==> src/rtl/lfsr_pkg.sv <==
// Shared definitions for the LFSR random source.
// Provides the Fibonacci tap-mask table (widths 4..16), the sampler state
// enum, a width-legality check and the single-step feedback function.
package lfsr_pkg;

  localparam int unsigned MIN_WIDTH = 4;
  localparam int unsigned MAX_WIDTH = 16;
  localparam int unsigned CNT_W     = 8;   // holds SHIFTS-1 for SHIFTS up to 255

  typedef enum logic {
    GATHER = 1'b0,
    HOLD   = 1'b1
  } sampler_state_e;

  // True when an LFSR length is supported by the tap table.
  function automatic bit width_legal(input int unsigned w);
    return (w >= MIN_WIDTH) && (w <= MAX_WIDTH);
  endfunction

  // Maximal-length tap masks; bit i set means stage i feeds the XOR.
  function automatic logic [15:0] tap_mask(input int unsigned w);
    logic [15:0] m;
    m = 16'h0000;
    case (w)
      4:       m = 16'h000C;  // x^4+x^3
      5:       m = 16'h0014;  // x^5+x^3
      6:       m = 16'h0030;  // x^6+x^5
      7:       m = 16'h0060;  // x^7+x^6
      8:       m = 16'h00B8;  // x^8+x^6+x^5+x^4
      9:       m = 16'h0110;  // x^9+x^5
      10:      m = 16'h0240;  // x^10+x^7
      11:      m = 16'h0500;  // x^11+x^9
      12:      m = 16'h0829;  // x^12+x^6+x^4+x^1
      13:      m = 16'h100D;  // x^13+x^4+x^3+x^1
      14:      m = 16'h2015;  // x^14+x^5+x^3+x^1
      15:      m = 16'h6000;  // x^15+x^14
      16:      m = 16'hD008;  // x^16+x^15+x^13+x^4
      default: m = 16'h0000;
    endcase
    return m;
  endfunction

  // One left-shift step of a w-bit Fibonacci LFSR held in the low w bits.
  function automatic logic [15:0] lfsr_next(input logic [15:0] s, input int unsigned w);
    logic [15:0] keep;
    keep = (16'h0001 << w) - 16'h0001;
    return {s[14:0], ^(s & tap_mask(w))} & keep;
  endfunction

endpackage

==> src/rtl/lfsr_random_source_core.sv <==
// LFSR register with feedback, reseed and all-zero lockup guard.
// Ports: clk, reset_n (async active-low), step (advance one position),
//        load/load_value (reseed; zero maps to SEED), state (current value).
module lfsr_core
  import lfsr_pkg::*;
#(
  parameter int unsigned WIDTH = 10,
  parameter int unsigned SEED  = 13
) (
  input  logic             clk,
  input  logic             reset_n,
  input  logic             step,
  input  logic             load,
  input  logic [WIDTH-1:0] load_value,
  output logic [WIDTH-1:0] state
);

  localparam logic [WIDTH-1:0] SEED_V = WIDTH'(SEED);

  logic [WIDTH-1:0] lfsr_q;
  logic [WIDTH-1:0] lfsr_d;

  // Reseed wins, then the zero-state escape (regardless of step), then stepping.
  always_comb begin
    lfsr_d = lfsr_q;
    if (load) begin
      lfsr_d = (load_value == '0) ? SEED_V : load_value;
    end else if (lfsr_q == '0) begin
      lfsr_d = SEED_V;
    end else if (step) begin
      lfsr_d = WIDTH'(lfsr_next(16'(lfsr_q), WIDTH));
    end
  end

  always_ff @(posedge clk or negedge reset_n) begin
    if (!reset_n) begin
      lfsr_q <= SEED_V;
    end else begin
      lfsr_q <= lfsr_d;
    end
  end

  assign state = lfsr_q;

endmodule

==> src/rtl/lfsr_random_source.sv <==
// Random value source: an LFSR is stepped SHIFTS times per sample, the low
// OUT_BITS of the next state are taken, values >= RANGE are discarded
// (rejected pulse) and accepted values are offered on a valid/ready port.
// Ports: clk, reset_n (async active-low), en (step enable), seed_load /
//        seed_value (reseed), rnd / rnd_valid / rnd_ready (output handshake),
//        rejected (one-cycle discard pulse).
module lfsr_random_source
  import lfsr_pkg::*;
#(
  parameter int unsigned WIDTH    = 10,
  parameter int unsigned OUT_BITS = 3,
  parameter int unsigned SHIFTS   = 10,
  parameter int unsigned SEED     = 13,
  parameter int unsigned RANGE    = 2 ** OUT_BITS
) (
  input  logic                clk,
  input  logic                reset_n,
  input  logic                en,
  input  logic                seed_load,
  input  logic [WIDTH-1:0]    seed_value,
  output logic [OUT_BITS-1:0] rnd,
  output logic                rnd_valid,
  input  logic                rnd_ready,
  output logic                rejected
);

  // Elaboration-time parameter legality.
  if (!width_legal(WIDTH)) begin : g_bad_width
    $error("lfsr_random_source: WIDTH must be 4..16");
  end
  if ((OUT_BITS < 1) || (OUT_BITS > WIDTH)) begin : g_bad_out_bits
    $error("lfsr_random_source: OUT_BITS must be 1..WIDTH");
  end
  if ((SHIFTS < 1) || (SHIFTS > 255)) begin : g_bad_shifts
    $error("lfsr_random_source: SHIFTS must be 1..255");
  end
  if ((SEED == 0) || (SEED >= (2 ** WIDTH))) begin : g_bad_seed
    $error("lfsr_random_source: SEED must be nonzero and below 2**WIDTH");
  end
  if ((RANGE < 1) || (RANGE > (2 ** OUT_BITS))) begin : g_bad_range
    $error("lfsr_random_source: RANGE must be 1..2**OUT_BITS");
  end

  localparam logic [CNT_W-1:0]  LAST_CNT = CNT_W'(SHIFTS - 1);
  localparam logic [OUT_BITS:0] RANGE_V  = (OUT_BITS + 1)'(RANGE);

  logic [WIDTH-1:0]    lfsr_state;
  logic [OUT_BITS-1:0] sample;
  logic                sample_ok;

  sampler_state_e      state_q, state_d;
  logic [CNT_W-1:0]    count_q, count_d;
  logic [OUT_BITS-1:0] rnd_q, rnd_d;
  logic                rnd_valid_q, rnd_valid_d;
  logic                rejected_q, rejected_d;

  lfsr_core #(
    .WIDTH (WIDTH),
    .SEED  (SEED)
  ) u_core (
    .clk        (clk),
    .reset_n    (reset_n),
    .step       (en),
    .load       (seed_load),
    .load_value (seed_value),
    .state      (lfsr_state)
  );

  // Sample is taken from the state the LFSR moves to on this edge.
  assign sample    = OUT_BITS'(lfsr_next(16'(lfsr_state), WIDTH));
  assign sample_ok = {1'b0, sample} < RANGE_V;

  // Next-state and output logic.
  always_comb begin
    state_d     = state_q;
    count_d     = count_q;
    rnd_d       = rnd_q;
    rnd_valid_d = rnd_valid_q;
    rejected_d  = 1'b0;
    if (seed_load) begin
      state_d     = GATHER;
      count_d     = '0;
      rnd_valid_d = 1'b0;
    end else begin
      case (state_q)
        GATHER: begin
          if (en) begin
            if (count_q == LAST_CNT) begin
              count_d = '0;
              if (sample_ok) begin
                rnd_d       = sample;
                rnd_valid_d = 1'b1;
                state_d     = HOLD;
              end else begin
                rejected_d = 1'b1;
              end
            end else begin
              count_d = count_q + CNT_W'(1);
            end
          end
        end
        HOLD: begin
          if (rnd_ready) begin
            rnd_valid_d = 1'b0;
            count_d     = '0;
            state_d     = GATHER;
          end
        end
        default: begin
          state_d     = GATHER;
          count_d     = '0;
          rnd_valid_d = 1'b0;
        end
      endcase
    end
  end

  always_ff @(posedge clk or negedge reset_n) begin
    if (!reset_n) begin
      state_q     <= GATHER;
      count_q     <= '0;
      rnd_q       <= '0;
      rnd_valid_q <= 1'b0;
      rejected_q  <= 1'b0;
    end else begin
      state_q     <= state_d;
      count_q     <= count_d;
      rnd_q       <= rnd_d;
      rnd_valid_q <= rnd_valid_d;
      rejected_q  <= rejected_d;
    end
  end

  assign rnd       = rnd_q;
  assign rnd_valid = rnd_valid_q;
  assign rejected  = rejected_q;

endmodule

==> config.mk <==
export PLATFORM = sky130hd
export DESIGN_NAME = lfsr_random_source
export DESIGN_NICKNAME = d
export VERILOG_FILES = /design/src/rtl/lfsr_pkg.sv /design/src/rtl/lfsr_random_source_core.sv /design/src/rtl/lfsr_random_source.sv
export SDC_FILE = /design/constraint.sdc
export NUM_CORES = 1
export LEC_CHECK = 0
export ABC_AREA = 1
export CORE_MARGIN = 8
export CORE_UTILIZATION = 40
export DETAILED_ROUTE_END_ITERATION = 7
export SETUP_SLACK_MARGIN = 0.4
export SYNTH_ARGS = -nofsm -noshare
export SYNTH_HDL_FRONTEND = slang
export SYNTH_SLANG_ARGS = --single-unit
==> constraint.sdc <==
create_clock -name clk -period 1.61 [get_ports clk]
set_input_delay 0.4025 -clock clk [delete_from_list [all_inputs] [get_ports clk]]
set_output_delay 0.4025 -clock clk [all_outputs]
set_load 0.1 [all_outputs]
* Word level (Yosys, flattened, before mapping)
Cells that the tools add are included.
Operators by class: $mul 0, reduce and logical (&&, ||, !) cells 8, mux-type cells 22, divide/modulo/power cells 0, bitwise gates (word level) 3, order comparisons 0, shift operators 0, $add $sub $neg 1, equal/unequal tests 4
Operators by type and width (count):
- 2-to-1 mux 16 bit | 3
- 2-to-1 mux 10 bit | 4
- 2-to-1 mux 8 bit | 4
- XOR reduction 16 bit | 2
- logical NOT 10 bit | 2
- bitwise AND 10 x 16 -> 16 bit | 1
- one-hot mux 8 bit (2 select lines) | 1
- != test 3 bit (second input constant) | 3
- adder 8 x 1 -> 8 bit (second input constant) | 1
- == test 8 x 4 -> 1 bit (second input constant) | 1
- 2-to-1 mux 1 bit | 8
- one-hot mux 1 bit (2 select lines) | 2
- AND reduction 4 bit | 1
- AND reduction 3 bit | 1
- nonzero test 3 bit | 1
- inverter 1 bit | 2
- AND reduction 2 bit | 1
Storage, ports and cells: output and inout port bits 5, word-level logic and storage cells 43, memories 0, RAM bits 0, bits in latches 0, flip-flop bits (word level) 23, bits in read-only memories 0, bits of input ports 15

* Logic depth before layout (Yosys ltp)
Gate-level depths: netlist of the first run.
depth in word-level cells 8, gate-level depth with buffers 8, depth with buffers taken out 8

* Modules after synthesis
A second synthesis of the first run with hierarchy kept.
Second synthesis, totals: cell total of the unflattened synthesis 185, area total of the unflattened synthesis 1353.8 um^2
Modules (own cells, without submodules):
- lfsr_random_source | cells an instance 95, seq. area each 325.3 um^2, times used 1, area an instance 715.7 um^2
- lfsr_core | cells an instance 90, seq. area each 254.0 um^2, times used 1, area an instance 638.1 um^2

* Worst setup path before layout of the first run
OpenSTA, ideal clock, no wires.
kind reg2out, start point register rnd_q[0], in the netlist rnd[0], end point output port rnd[0], slack 310 ps, path buffers 0, required time 1207 ps, stages on the path, launching flop included 1, arrival 898 ps, cells stage by stage dfrtp_1
RTL lines:
- start: declaration | line lfsr_random_source.sv:53 | logic [OUT_BITS-1:0] rnd_q, rnd_d;
- start signal: assignment | line lfsr_random_source.sv:128 | rnd_q <= rnd_d;
- end: declaration | line lfsr_random_source.sv:21 | output logic [OUT_BITS-1:0] rnd,
No word-level cell between the ends.

* Worst setup path in the final report of the first run
start point register rnd_q[2], in the netlist rnd[2], end point output port rnd[2]
No word-level cell between the ends.

==> qor.txt, run 1 <==
WL/cell: 12.7 um
Fin. Hold Viols: 0
Die Y: 72.8 um
Largest net degree at the start of global routing: 24
Count of final setup violators: 0
Worst Skew: 0.00659 ns
CTS H-tree depth: 1
Fmax: 750 MHz
Post-route minimum period: 1.33 ns
Post-synthesis cell area: 1290 um2
DPL Wire Length: 2.32 mm
Yosys cell types: 26
Avg Inst Size Synth: 7.26 um2
Pwr Total: 1.32 mW
Clock slew at reported path FFs: 0.13 ns
Placed cell area: 1630 um2
Ant. Diodes: 0
CP Max Fanout: 2
Final Cell Area: 1960 um2
Most numerous cell in the Yosys netlist: nand2_1
Row cnt: 20
Core area: 3050 um2
Worst setup EP type: output pin
Combinational Power Share: 0.295
Buf/Inv on CP: 1
Synth Area in Adders: 0.0194
Synth Area in Compound Gates: 0.0871
Leakage: 0.922 nW
PD cells: 674 nW/um2
Main combinational cell family by area after synthesis: simple AND/OR/NAND/NOR gates
Switching pwr: 0.431 mW
Synth area leader: dfrtp_1
Clk sinks: 23
Internal: 0.894 mW
First-pass GRT wire length: 5.32 mm
I/O pin total: 20
Total CTS buffers: 3
CTS tree: yes
Placer Congestion: 0.881
DR vias/cell: 4.73
Crit-path cells: buf_12
Cells after Synth: 178
Share of the synthesized area in the top cell type: 0.387
GRT Util Overall: 0.123
Layout cells sized above 1: 0.378
Seq cells post-synth: 23
Critical-path cell with the highest stage delay: dfrtp_2
Die Width: 72.8 um
CTS Hold Bufs: 0
Vias in the first global route: 1219
Delay-heaviest family, CP: flip-flops
Initial antenna violation count: 0
Seq pwr share: 0.508
Crit path largest cell delay: 0.45 ns
Worst hold path class: in2async
Drc violations: 0
Via Count: 1235
Synth Area in Simple Gates: 0.329
Syn nets: 195
EDFF count, synth: 0
Die area: 5310 um2
Port Buffers: 18
Initial core utilization: 0.423
Total iterations of the first detailed-routing run: 6
Clock power frac: 0.197
Routed Antenna Nets: 0
Worst-Skew Late Latency: 0.31 ns
RSZ-0062 raised after global routing: yes
Crit start category: flip-flop
CP required: 1.21 ns
Max-slew violation count: 0
Synth Warn #: 0
Max VDD drop: 0.366 mV
Layout net count: 235
Post-synth top flop: dfrtp_1
CP Class: reg2out
Root Buffer: clkbuf_4
Synth Area in XOR/XNOR: 0.0271
Net Sw Frac: 0.325
Outcome: complete, no violations
DRT Wirelength: 3.32 mm
Overflow left after global routing: 0
Starting DRT DRC Count: 47
Worst Path Arrival: 0.93 ns
Multiplexer share of the synthesized area: 0.00774
Post-synth ARST share: 1.00
Dominant cells by area after synthesis: dfrtp_1 (39%), nand2_1 (16%), nor2_1 (7.0%), inv_1 (6.4%), dfstp_2 (6.1%)
Most frequent cells after synthesis: nand2_1 (56), nor2_1 (24), inv_1 (22), dfrtp_1 (20), o21ai_0 (15)
Post-route clock period utilization: 0.829
Register area share after synthesis: 0.448
Layout area overhead: 52.0%
Max-cap viol count: 0
Max Buffers Root-to-Sink: 2
==> cell usage in the layout (no fill, tap or decap), drive strengths merged <==
cell type and count:
a22oi 1, buf 22, clkbuf 3, clkdlybuf4s50 9, clkinv 1, conb 1
dfrtp 20, dfstp 3, dlygate4sd2 4, dlymetal6s2s 1, ha 2, inv 24
mux2i 1, nand2 59, nand3 12, nand3b 2, nor2 25, nor3 2
o211ai 2, o21ai 16, o22ai 1, or2 2, xnor2 1, xor2 3
==> registers in the layout, indices dropped and copies added (netlist names) <==
signal        count
count_q           8
rnd               3
rnd_valid         1
state_q           1
u_core.state     10
==> final timing paths <==
path	from	slack, ns	depth (start not counted)	end
max reg2reg	count_q[1]$_DFFE_PN0P_	0.33	8	count_q[4]$_DFFE_PN0P_
max	rnd[2]$_DFFE_PN0P_	0.28	1	rnd[2]
min in group clk	u_core.state[0]$_DFFE_PN1P_	0.49	2	u_core.state[0]$_DFFE_PN1P_
min reg2reg	u_core.state[0]$_DFFE_PN1P_	0.49	2	u_core.state[0]$_DFFE_PN1P_
max in group asynchronous	reset_n	0.88	2	u_core.state[3]$_DFFE_PN1P_
min	reset_n	0.44	2	rnd[1]$_DFFE_PN0P_
==> layer usage <==
metal  track usage  wire [um]  up-vias  part of all wire
li1              -          -      637                 -
met4        0.0444         15        0            0.0045
met5             0          0        -                 0
met3        0.0261        132        2             0.040
met1         0.140       1380      579              0.42
met2         0.218       1790       17              0.54
==> power groups by stage <==
stage / Combinational [mW] / Sequential (mW) / Clock (mW)
6_report: 0.391 / 0.672 / 0.261
5_1_grt: 0.426 / 0.677 / 0.293
4_1_cts: 0.323 / 0.666 / 0.280
3_5_place_dp: 0.289 / 0.677 / 0
3_3_place_gp: 0.285 / 0.675 / 0
2_1_floorplan: 0.134 / 0.704 / 0
==> cell type report <==
type / count / area, um2
sequential: 23 / 588
timing repair buffer: 36 / 357
multi-input combinational: 130 / 835
clock buffer: 3 / 22.5
clock inverter: 1 / 5.00
tap: 44 / 55.1
inverter: 24 / 103
fill: 271 / 1090
==> what timing repair did <==
| item | CTS | global route |
|---|---|---|
| hold endpoints to repair | 0 | 0 |
| pin swaps | 16 | 27 |
| cloned | 1 | 0 |
| endpoints found under the setup margin | 26 | 25 |
| setup buffers | 3 | 7 |
| resized for setup | 30 | 44 |
==> through the flow <==
step | instances | setup TNS [ns] | hold WS [ns] | util | worst slack [ns]
2_1_floorplan | 178 | 0 | 0.107 | - | 0.406
3_3_place_gp | 246 | -0.877 | 0.459 | 0.534 | -0.148
3_5_place_dp | 246 | -1.07 | 0.458 | 0.534 | -0.148
4_1_cts | 254 | 0 | 0.430 | 0.575 | 0.251
5_1_grt | 261 | 0 | 0.450 | 0.643 | 0.240
6_report | 261 | 0 | 0.436 | 0.643 | 0.276
==> cell families (layout without fill, tap and decap cells) <==
group                      after synthesis  in the layout
AOI/OAI and AO/OA                       20             20
xor gates and xnor gates                 4              4
adders and majority gates                2              2
buffers and inverters                   26             64
DFF                                     23             23
muxes                                    1              1
other                                    1              1
and+or+nand+nor                        101            102
No activity file was read; power rests on OpenSTA's default activity.
==> inputs of run 2 (changes only) <==
- clock period: 1.61 -> 1.2 ns (I/O delays scaled with it)
==> run 2 against run 1 <==
  * Highest routed layer unchanged
  * Die area unchanged
  * Power up 39%
  * Utilization up 3.7 points
  * Count of clock-buffer cells in the layout unchanged
  * Flip-flop and latch count unchanged
  * Non-clock buffer count up 13
  * Worst setup slack worse by 0.37 ns
  * Via count up 5.9%
  * Critical path type unchanged
  * The flow now finishes with violations (setup timing)
  * Sequential share of layout area down 1.3 points
==> qor.txt, run 2 (synthesized netlist as in run 1, its figures left out) <==
Outcome: finished, violations left
Violated checks: setup timing
Initial antenna violation count: 0 (unchanged)
Max Buffers Root-to-Sink: 2 (unchanged)
Worst Path Arrival: 0.99 ns (+0.06 ns)
Final setup margin: -0.0939 ns (-0.370 ns)
RSZ-0062 raised after global routing: yes
Root Buffer: clkbuf_4
Delay-heaviest family, CP: flip-flops
PD cells: 884 nW/um2 (+31%)
Buf/Inv on CP: 1 (unchanged)
CP Max Fanout: 2 (unchanged)
Vias in the first global route: 1315 (+7.9%)
Die area: 5310 um2 (unchanged)
CTS H-tree depth: 1 (unchanged)
Starting DRT DRC Count: 88 (+87%)
Worst setup EP type: output pin
GRT Util Overall: 0.138 (+0.0157)
Initial core utilization: 0.423 (unchanged)
Placer Congestion: 0.846 (-4.0%)
CTS tree: yes
DRT Wirelength: 3.44 mm (+3.7%)
Critical-path cell with the highest stage delay: dfrtp_4
DR vias/cell: 4.77 (+0.89%)
CP required: 0.90 ns (-0.31 ns)
Post-route clock period utilization: 1.08
Total iterations of the first detailed-routing run: 4 (-2)
Port Buffers: 18 (unchanged)
First-pass GRT wire length: 5.86 mm (+10%)
Fmax: 773 MHz
Layout area overhead: 60.7%
Die Y: 72.8 um (unchanged)
Crit-path cells: buf_12
DPL Wire Length: 2.42 mm (+4.1%)
Total Neg Setup Slack: -0.805 ns (-0.805 ns)
Cells on worst reg2reg path: 7 (-1)
Leakage: 0.984 nW (+6.7%)
Layout net count: 248 (+5.5%)
Post-route minimum period: 1.29 ns
Dpl ws: -0.406 ns (-0.258 ns)
Commonest cells after routing, fill and taps aside: nand2_1 (46), buf_4 (26), inv_1 (18), dfrtp_1 (15), nor2_1 (13)
CP Depth: 1 (unchanged)
Crit path largest cell delay: 0.51 ns (+0.06 ns)
Max reg flops: 10 (unchanged)
Worst hold path class: in2async
Clk sinks: 23 (unchanged)
Max-cap viol count: 0 (unchanged)
Final Core Density: 0.680 (+0.0369)
Worst Skew: 0.00342 ns (-0.00317 ns)
Drc violations: 0 (unchanged)
WL/cell: 12.6 um (-1.2%)
Core area: 3050 um2 (unchanged)
Row cnt: 20 (unchanged)
Clock slew at reported path FFs: 0.13 ns (about the same)
CP Class: reg2out
Max VDD drop: 0.558 mV (+52%)
Largest net degree at the start of global routing: 24 (unchanged)
Overflow left after global routing: 0 (unchanged)
I/O pin total: 20 (unchanged)
Fin. Hold Viols: 0 (unchanged)
Die Width: 72.8 um (unchanged)
Routed Antenna Nets: 0 (unchanged)
Via Count: 1308 (+5.9%)
Max-slew violation count: 0 (unchanged)
Worst-Skew Late Latency: 0.30 ns (about the same)
Count of final setup violators: 13 (+13)
Most frequent standard cell in the layout excluding fill and tap cells: nand2_1
Total CTS buffers: 3 (unchanged)
Worst hold slack: 0.325 ns (-0.110 ns)
Layout cells sized above 1: 0.422 (+0.0439)
Ant. Diodes: 0 (unchanged)
Crit start category: flip-flop
==> run 2: final timing paths <==
kind | endpoint | start | slack [ns]
min | rnd[1]$_DFFE_PN0P_ | reset_n | 0.33
min reg2reg | u_core.state[0]$_DFFE_PN1P_ | u_core.state[0]$_DFFE_PN1P_ | 0.48
max | rnd[2] | rnd[2]$_DFFE_PN0P_ | -0.09
min in group clk | u_core.state[0]$_DFFE_PN1P_ | u_core.state[0]$_DFFE_PN1P_ | 0.48
max reg2reg | rnd[0]$_DFFE_PN0P_ | count_q[1]$_DFFE_PN0P_ | -0.09
max in group asynchronous | u_core.state[2]$_DFFE_PN1P_ | reset_n | 0.65
==> run 2: metal layers <==
layer | wire, um | share of wire | vias up | global-route usage
li1 | - | - | 657 | -
met2 | 1740 | 0.50 | 15 | 0.235
met1 | 1590 | 0.46 | 634 | 0.169
met4 | 15 | 0.0044 | 0 | 0.0511
met3 | 104 | 0.030 | 2 | 0.0247
met5 | 0 | 0 | - | 0
==> run 2: final cells by class <==
cell class	count	area, um2
flip-flops and latches	23	596
clock inverters	1	5.00
well taps	44	55.1
inverters	24	95.1
multi-input cells	130	826
repair buffers	49	478
fillers	259	976
clock buffers	3	22.5
==> run 2: metrics by stage <==
| stage | cells | cell area [um2] | total power, mW |
|---|---|---|---|
| final | 274 | 2080 | 1.84 |
| after global routing | 274 | 2080 | 1.94 |
| after CTS | 272 | 1960 | 1.79 |
| after detailed placement | 262 | 1800 | 1.37 |
| after global placement | 262 | 1800 | 1.36 |
| after floorplan | 178 | 1350 | 1.14 |
==> run 2: what timing repair did <==
action                                  in CTS  in global routing
buffers inserted                             5                  2
endpoints found under the setup margin      27                 27
gates cloned                                 1                  0
pin swaps                                   19                 19
hold buffers                                 0                  0
resized for setup                           32                 27
==> run 2: where the power goes <==
| group | internal [mW] | total, mW | switching [mW] |
|---|---|---|---|
| clock | 0.124 | 0.351 | 0.227 |
| sequential | 0.847 | 0.892 | 0.0443 |
| combinational | 0.270 | 0.593 | 0.323 |
==> inputs of run 3 (changes only) <==
- SYNTH_HIERARCHICAL: unset -> 1
==> run 3 against run 2 <==
  * The run still ends with setup timing left
  * Largest power group unchanged
  * Sequential share of layout area shrank 0.82 points
  * Sequential power is essentially flat
  * Combinational power rose by 6.4%
  * Global-route usage shrank 0.072 points
  * Synthesized cell count is 3.9% higher
  * Power rose by 3.2%
  * Final cell count rose by 1.5%
  * Critical path type unchanged
==> qor.txt, run 3 <==
Initial core utilization: 0.412 (-0.0112)
RSZ-0062 raised after global routing: yes
Ant. Diodes: 0 (unchanged)
Yosys cell types: 25 (-3.8%)
Fmax: 766 MHz (-0.84%)
Layout cells sized above 1: 0.444 (+0.0222)
Worst-Skew Late Latency: 0.32 ns (+0.02 ns)
Post-synthesis cell area: 1350 um2 (+4.7%)
Vias in the first global route: 1347 (+2.4%)
Outcome: finished, violations left
GRT Util Overall: 0.138 (-0.000722)
Commonest cells after routing, fill and taps aside: nand2_1 (42), buf_4 (23), inv_1 (17), nor2_1 (17), dfrtp_1 (14)
Max reg flops: 10 (unchanged)
Synth area leader: dfrtp_1
CTS H-tree depth: 1 (unchanged)
Crit start category: flip-flop
Count of final setup violators: 12 (-1)
Most frequent standard cell in the layout excluding fill and tap cells: nand2_1
Layout net count: 250 (+0.81%)
Die Y: 74.2 um (+1.8%)
Largest net degree at the start of global routing: 24 (unchanged)
Layout area overhead: 57.6%
Most frequent cells after synthesis: nand2_1 (56), nor2_1 (25), dfrtp_1 (20), inv_1 (20), o21ai_0 (14)
DRT Wirelength: 3.54 mm (+2.7%)
Worst Skew: 0.00418 ns (+0.000759 ns)
Max-cap viol count: 0 (unchanged)
Net Sw Frac: 0.335 (+0.0112)
Routed Antenna Nets: 0 (unchanged)
First-pass GRT wire length: 5.78 mm (-1.3%)
CP Max Fanout: 2 (unchanged)
Final setup margin: -0.105 ns (-0.0110 ns)
Register area share after synthesis: 0.428 (-0.0203)
# fillers: 294 (+14%)
Post-route minimum period: 1.30 ns (+0.0110 ns)
Worst setup EP type: output pin
Dominant cells by area after synthesis: dfrtp_1 (37%), nand2_1 (16%), nor2_1 (6.9%), dfstp_2 (5.8%), inv_1 (5.5%)
Synth Warn #: 6 (+6)
Cells after Synth: 185 (+3.9%)
CP Class: reg2out
Seq pwr share: 0.470 (-0.016)
Most numerous cell in the Yosys netlist: nand2_1
Worst hold path class: in2async
Placer Congestion: 0.851 (+0.57%)
Overflow left after global routing: 0 (unchanged)
Root Buffer: clkbuf_4
Total iterations of the first detailed-routing run: 4 (unchanged)
Switching pwr: 0.634 mW (+6.8%)
Fin. Hold Viols: 0 (unchanged)
DR vias/cell: 4.77 (about the same)
Crit path largest cell delay: 0.51 ns (about the same)
CTS tree: yes
Max VDD drop: 0.553 mV (-0.78%)
DPL Wire Length: 2.33 mm (-3.5%)
Crit-path cells: buf_12
Avg Inst Size Synth: 7.32 um2 (+0.78%)
Worst hold slack: 0.307 ns (-0.0183 ns)
Max Buffers Root-to-Sink: 2 (unchanged)
Initial antenna violation count: 0 (unchanged)
Critical-path cell with the highest stage delay: dfrtp_4
Post-route clock period utilization: 1.09 (+0.00916)
Worst Path Arrival: 1.00 ns (about the same)
Delay-heaviest family, CP: flip-flops
Clock slew at reported path FFs: 0.13 ns (about the same)
Leakage: 0.984 nW (about the same)
Syn nets: 202 (+3.6%)
Share of the synthesized area in the top cell type: 0.370 (-0.0175)
PD cells: 888 nW/um2 (+0.49%)
Final Core Density: 0.650 (-0.0308)
Via Count: 1327 (+1.5%)
Core area: 3280 um2 (+7.6%)
Violated checks: setup timing
Worst R2R Setup Slack: -0.06 ns (+0.03 ns)
Starting DRT DRC Count: 42 (-52%)
I/O pin total: 20 (unchanged)
EDFF count, synth: 0 (unchanged)
Post-synth top flop: dfrtp_1
Port Buffers: 18 (unchanged)
Die Width: 74.2 um (+1.8%)
Total Neg Setup Slack: -0.599 ns (+0.206 ns)
CP required: 0.90 ns (about the same)
Post-synth ARST share: 1.00 (unchanged)
Clock power frac: 0.196 (+0.005)
Row cnt: 21 (+5.0%)
Clk sinks: 23 (unchanged)
CTS Hold Bufs: 0 (unchanged)
Total CTS buffers: 3 (unchanged)
Internal: 1.26 mW (+1.5%)
WL/cell: 12.7 um (+1.2%)
Drc violations: 0 (unchanged)
Combinational Power Share: 0.333 (+0.010)
Seq cells post-synth: 23 (unchanged)
Die area: 5500 um2 (+3.7%)
Buf/Inv on CP: 1 (unchanged)
Max-slew violation count: 0 (unchanged)
[run 3: power by group through the flow]
stage | clock, mW | combinational [mW] | sequential [mW]
final | 0.372 | 0.631 | 0.891
after global routing | 0.436 | 0.689 | 0.900
after CTS | 0.396 | 0.567 | 0.887
after detailed placement | 0 | 0.491 | 0.900
after global placement | 0 | 0.479 | 0.899
after floorplan | 0 | 0.238 | 0.931
[run 3: final cells by class]
cell class,count,area [um2],share of cell area
multi-input cells,139,931,0.436
flip-flops and latches,23,594,0.279
repair buffers,45,444,0.208
inverters,21,78.8,0.0370
well taps,46,57.6,0.0270
clock buffers,3,22.5,0.0106
clock inverters,1,5.00,0.00235
[run 3: cells by family after synthesis]
| family | share of synthesized area |
|---|---|
| AND/OR/NAND/NOR | 0.335 |
| AO/OA/AOI/OAI | 0.116 |
| adder cells (fa/ha/maj) | 0.0185 |
| buffers and inverters | 0.0878 |
| XOR/XNOR | 0.0129 |
| flip-flops | 0.428 |
| other | 0.00277 |
[run 3: final timing paths]
| kind | startpoint | endpoint | cells past startpoint |
|---|---|---|---|
| setup reg to reg | u_core/state[2]$_DFFE_PN1P_ | u_core/state[3]$_DFFE_PN1P_ | 7 |
| hold reg to reg | rnd[0]$_DFFE_PN0P_ | rnd[0]$_DFFE_PN0P_ | 2 |
| setup / recovery | rnd_valid$_DFFE_PN0P_ | rnd_valid | 1 |
| max in group asynchronous | reset_n | u_core/state[0]$_DFFE_PN1P_ | 2 |
| min in group clk | rnd[0]$_DFFE_PN0P_ | rnd[0]$_DFFE_PN0P_ | 2 |
| hold / removal | reset_n | count_q[2]$_DFFE_PN0P_ | 2 |
[run 3: layer usage]
metal | wire, um | vias to the layer above | GRT usage
met4 | 63 | 0 | 0.0643
met5 | 0 | - | 0
met1 | 1450 | 624 | 0.156
met3 | 82 | 6 | 0.0256
met2 | 1940 | 25 | 0.242
li1 | - | 672 | -
[run 3: per-stage QoR]
stage | setup WS [ns] | area [um2] | total power [mW] | cells
finish | -0.105 | 2130 | 1.89 | 278
global route | -0.154 | 2130 | 2.03 | 278
CTS | -0.124 | 2000 | 1.85 | 275
detailed placement | -0.436 | 1800 | 1.39 | 267
global placement | -0.368 | 1800 | 1.38 | 267
floorplan | 0.0276 | 1390 | 1.17 | 185
[run 3: repair_timing]
action	4_1_cts	5_1_grt
cloned	2	0
pin swaps	16	15
resized for setup	42	29
setup endpoints to repair	27	27
buffers inserted	2	3
